===== config.mk =====
export PLATFORM = sky130hd
export DESIGN_NAME = hazard_scoreboard
export DESIGN_NICKNAME = d
export VERILOG_FILES = /design/src/rtl/hazard_scoreboard.sv
export SDC_FILE = /design/constraint.sdc
export NUM_CORES = 1
export LEC_CHECK = 0
export CELL_PAD_IN_SITES_DETAIL_PLACEMENT = 2
export CELL_PAD_IN_SITES_GLOBAL_PLACEMENT = 2
export CORE_UTILIZATION = 31
export CTS_CLUSTER_SIZE = 14
export DETAILED_ROUTE_END_ITERATION = 12
export PLACE_DENSITY = 0.93
export SLEW_MARGIN = 20
export SYNTH_ARGS = -nofsm -noshare
export SYNTH_HDL_FRONTEND = slang
export SYNTH_SLANG_ARGS = --single-unit
export TNS_END_PERCENT = 1

===== constraint.sdc =====
create_clock -name clk -period 2.5 [get_ports clk]
set_input_delay 0.375 -clock clk [delete_from_list [all_inputs] [get_ports clk]]
set_output_delay 0.375 -clock clk [all_outputs]
set_load 0.03 [all_outputs]

===== src/rtl/hazard_scoreboard.sv =====
// hazard_scoreboard: hazard detection and EX forwarding control for a 5-stage
// pipeline. A 3-entry scoreboard shift register (EX, MEM, WB) holds the
// destination registers of in-flight instructions.
// Build option: define HAZARD_FWD_EN to enable operand forwarding. Without it,
// any dependency on an in-flight producer stalls until the producer has left
// WB, and fwd_sel stays 0.
module hazard_scoreboard #(
  parameter int unsigned RA_W  = 4,
  parameter int unsigned NSRC  = 3,
  parameter int unsigned CNT_W = 16
) (
  input  logic                   clk,
  input  logic                   rst,
  input  logic                   id_valid,
  input  logic [NSRC*RA_W-1:0]   id_rs,
  input  logic [NSRC-1:0]        id_use,
  input  logic [RA_W-1:0]        id_rd,
  input  logic                   id_wr_en,
  input  logic                   id_is_load,
  input  logic                   ex_branch_taken,
  output logic                   stall,
  output logic                   flush,
  output logic [2*NSRC-1:0]      fwd_sel,
  output logic [CNT_W-1:0]       stall_cnt,
  output logic [CNT_W-1:0]       flush_cnt
);

  localparam int unsigned DEPTH = 3;

  // Scoreboard: index 0 = EX, 1 = MEM, 2 = WB. Only the EX entry's load flag
  // matters (a load is only a hazard while it sits in EX), so older stages
  // keep just valid and rd.
  logic [DEPTH-1:0] e_v;
  logic [RA_W-1:0]  e_rd [DEPTH];
  logic             e0_ld;

  // match[j][k]: operand k of the ID instruction depends on entry j
  logic [NSRC-1:0]  match [DEPTH];
  logic             hazard;
  logic             issue;
  logic [2*NSRC-1:0] fwd_sel_d;

  // Compare every used source operand against every valid scoreboard entry
  always_comb begin
    for (int j = 0; j < int'(DEPTH); j++) begin
      match[j] = '0;
      for (int k = 0; k < int'(NSRC); k++) begin
        match[j][k] = id_use[k] & id_valid & e_v[j] &
                      (e_rd[j] == id_rs[k*RA_W +: RA_W]);
      end
    end
  end

  // Hazard source: load-use only with forwarding, any dependency without
  always_comb begin
    hazard = 1'b0;
`ifdef HAZARD_FWD_EN
    hazard = e0_ld & (|match[0]);
`else
    for (int j = 0; j < int'(DEPTH); j++) begin
      hazard = hazard | (|match[j]);
    end
`endif
  end

  // Flush wins over stall; a flushed or stalled instruction is not recorded
  always_comb begin
    flush = ex_branch_taken;
    stall = hazard & ~ex_branch_taken;
    issue = id_valid & id_wr_en & ~stall & ~flush;
  end

  // Per-operand forwarding select, youngest producer first; bubble on stall/flush
  always_comb begin
    fwd_sel_d = '0;
`ifdef HAZARD_FWD_EN
    if (!stall && !flush) begin
      for (int k = 0; k < int'(NSRC); k++) begin
        if (match[0][k])      fwd_sel_d[2*k +: 2] = 2'd1;
        else if (match[1][k]) fwd_sel_d[2*k +: 2] = 2'd2;
        else if (match[2][k]) fwd_sel_d[2*k +: 2] = 2'd3;
        else                  fwd_sel_d[2*k +: 2] = 2'd0;
      end
    end
`endif
  end

  // Scoreboard shift: every edge, new entry enters EX (bubble when not issued)
  always_ff @(posedge clk or posedge rst) begin
    if (rst) begin
      e_v   <= '0;
      e0_ld <= 1'b0;
      for (int j = 0; j < int'(DEPTH); j++) begin
        e_rd[j] <= '0;
      end
    end else begin
      e_v   <= {e_v[DEPTH-2:0], issue};
      e0_ld <= issue & id_is_load;
      e_rd[2] <= e_rd[1];
      e_rd[1] <= e_rd[0];
      e_rd[0] <= issue ? id_rd : '0;
    end
  end

  // Forwarding select register, valid while the instruction is in EX
  always_ff @(posedge clk or posedge rst) begin
    if (rst) begin
      fwd_sel <= '0;
    end else begin
      fwd_sel <= fwd_sel_d;
    end
  end

  // Saturating performance counters
  always_ff @(posedge clk or posedge rst) begin
    if (rst) begin
      stall_cnt <= '0;
      flush_cnt <= '0;
    end else begin
      if (stall && (stall_cnt != {CNT_W{1'b1}})) begin
        stall_cnt <= stall_cnt + CNT_W'(1);
      end
      if (flush && (flush_cnt != {CNT_W{1'b1}})) begin
        flush_cnt <= flush_cnt + CNT_W'(1);
      end
    end
  end

endmodule

==> impl_metrics.json <==
{
  "status": "complete, but fails checks",
  "violations": "negative setup slack",
  "die_w_um": 91.9,
  "fill_cells": 849,
  "ys_seq_area_frac": 0.470,
  "ys_seq_elements": 47,
  "wirelength_mm": 6.70,
  "syn_avg_cell_area_um2": 10.9,
  "final_cell_mix": "46 x dfrtp_1, 43 x clkdlybuf4s50_1, 36 x xor2_1, 27 x xnor2_1, 27 x buf_4",
  "rrSetupSlack_ns": 0.02,
  "grt_max_degree": 27,
  "crit_type": "primary input to output port",
  "finalCriticalPeriod_ns": 2.69,
  "wl_per_cell_um": 16.0,
  "cts_tree": "yes",
  "grt_pass1_vias": 2247,
  "power_leakage_nw": 1.57,
  "final_common_cell": "dfrtp_1",
  "postRouteAntennaNets": 0,
  "holdWs_ns": 0.437,
  "port_buffers": 57,
  "gp_congestion": 0.813,
  "holdBufCountCts": 0,
  "dp_hpwl_mm": 5.21,
  "worst_slack_ns": -0.190,
  "drive_gt1_frac": 0.158,
  "synth_top_cell_by_area": "dfrtp_1",
  "dieArea_um2": 8440,
  "htree_levels": 2,
  "synth_top_cell_area_share": 0.470,
  "rsz0062_at_grt": "yes",
  "root_buffer": "clkbuf_8",
  "setup_tns_ns": -0.190,
  "avgViaCountPerCell": 4.72,
  "async_flop_share": 1.00,
  "vias": 1975,
  "worst-path-max-fanout": 3,
  "worstHoldPathType": "primary input to async pin",
  "cp-start-kind": "primary input",
  "final_nets": 342,
  "clock-skew-final_ns": 0.00214,
  "cts_num_sinks": 47,
  "final_cells": 418,
  "start_util": 0.322,
  "syn_area_um2": 2500,
  "synth_area_leaders": "dfrtp_1 47%, xor2_1 13%, xnor2_1 9.4%",
  "cp.arrival_ns": 2.31,
  "ys_types": 36,
  "core_um2": 7770,
  "cts_buffers": 5,
  "end_kind": "output port",
  "ff2ff_path_depth": 8,
  "clk_pin_slew_ns": 0.08,
  "max_slew.worst_pin.slew_ns": 0.674,
  "worstPathRequired_ns": 2.12,
  "first_pass_iters": 3,
  "die_h_um": 91.9,
  "antenna_cells": 0,
  "syn2layout_area_growth_pct": 36.5,
  "grt_usage": 0.168,
  "relSlewSlack": 0.549,
  "final_max_slew_viol_count": 0,
  "power_density_nw_per_um2": 562,
  "place_inst": 407,
  "p_total_mw": 1.92,
  "rr_endpoint": "stall_cnt[14]",
  "pre_cts_ws_ns": -0.890,
  "first_iter_violations": 44,
  "finalSetupViolations": 1,
  "insertion_delay_ns": 0.29,
  "ir_worst_vdd_mv": 0.457,
  "rows": 32,
  "drc": 0,
  "synth_edf_count": 0,
  "max_freq_mhz": 372,
  "cts_max_path_buffers": 2,
  "grt_overflow": 0,
  "drv_cap": 0,
  "antenna_found_initial": 0,
  "hold_viol_final": 0,
  "yosysWarnings": 0,
  "ios": 65,
  "timing.final.crit_share": 1.08,
  "synth_ff_type": "dfrtp_1",
  "grt_pass1_wl_mm": 11.2,
  "syn_inst": 229,
  "r2r-start": "e_rd[10]"
}
==> critical path, stage by stage <==
cell and delay [ns]:
clkdlybuf4s50_1 0.46, nand4_1 0.13, nor4_1 0.05, or4_1 0.54
or4_4 0.45, and2_4 0.19, buf_6 0.13
==> through the flow <==
stage	instance area [um^2]	util
2_1_floorplan	2520	-
3_3_place_gp	3310	0.426
3_5_place_dp	3310	0.426
4_1_cts	3400	0.437
5_1_grt	3420	0.440
6_report	3420	0.440
==> power by group <==
part / switching (mW) / leakage, nW / internal (mW)
Combinational: 0.297 / 0.887 / 0.250
Sequential: 0.101 / 0.636 / 0.833
Clock: 0.244 / 0.0422 / 0.197
Total: 0.642 / 1.57 / 1.28
==> metal layers <==
metal,vias up,track usage,part of all wire
met3,8,0.0216,0.029
met1,980,0.216,0.46
met4,0,0.0326,0.0097
met2,43,0.300,0.51
met5,-,0,0
li1,944,-,-
==> logic make-up (layout without fill, tap and decap cells) <==
kind of cell / Yosys count / count (layout) / share of synthesized area
flops: 47 / 47 / 0.470
xor+xnor: 64 / 64 / 0.224
mux: 3 / 3 / 0.0150
simple gates: 93 / 93 / 0.215
compound gates: 5 / 5 / 0.0145
fa+ha+maj: 2 / 2 / 0.00999
other cells: 1 / 6 / 0.00150
buf+inv: 14 / 96 / 0.0509
==> Yosys cell counts (2+ instances only) <==
library cell and number:
buf_6 2, inv_1 3, and4_1 2, and3_1 8, or4_1 3, dfrtp_1 47, a31oi_1 2, nor3_1 2
nand3_1 17, nor2_1 10, nor4_1 8, buf_4 7, ha_1 2, xnor2_1 27, and2_1 4, nor4b_1 2
nand2_1 19, mux2_2 2, xor2_1 37, nand4_1 9
==> cell type report <==
cell class	count	area, um^2	area share
Clock buffer	7	76.3	0.0223
Multi-Input combinational cell	173	1240	0.362
Clock inverter	1	5.00	0.00146
Inverter	3	11.3	0.00329
Sequential cell	47	1180	0.344
Tap cell	102	128	0.0373
Timing Repair Buffer	85	782	0.229
==> how the worst max path moves through the flow <==
stage / slack (ns) / endpoint / start
finish: -0.19 / stall / id_use[2]
global route: -0.27 / stall / e_rd[10]
CTS: -0.23 / stall / e_rd[10]
detailed placement: -0.89 / stall / id_rs[11]
global placement: -0.88 / stall / id_rs[10]
floorplan: 0.14 / stall_cnt[1] / stall_cnt[0]
==> registers in the layout, summed over array words and instances, names as in the netlist <==
signal     flops
flush_cnt     16
stall_cnt     16
e_rd          12
e_v            3
==> timing repair <==
action | 4_1_cts | 5_1_grt
resized for setup | 23 | 4
pin swaps | 3 | 2
setup endpoints to repair | 13 | 8
buffers inserted | 1 | 2
Note: power is estimated with default switching activity, not from simulation.
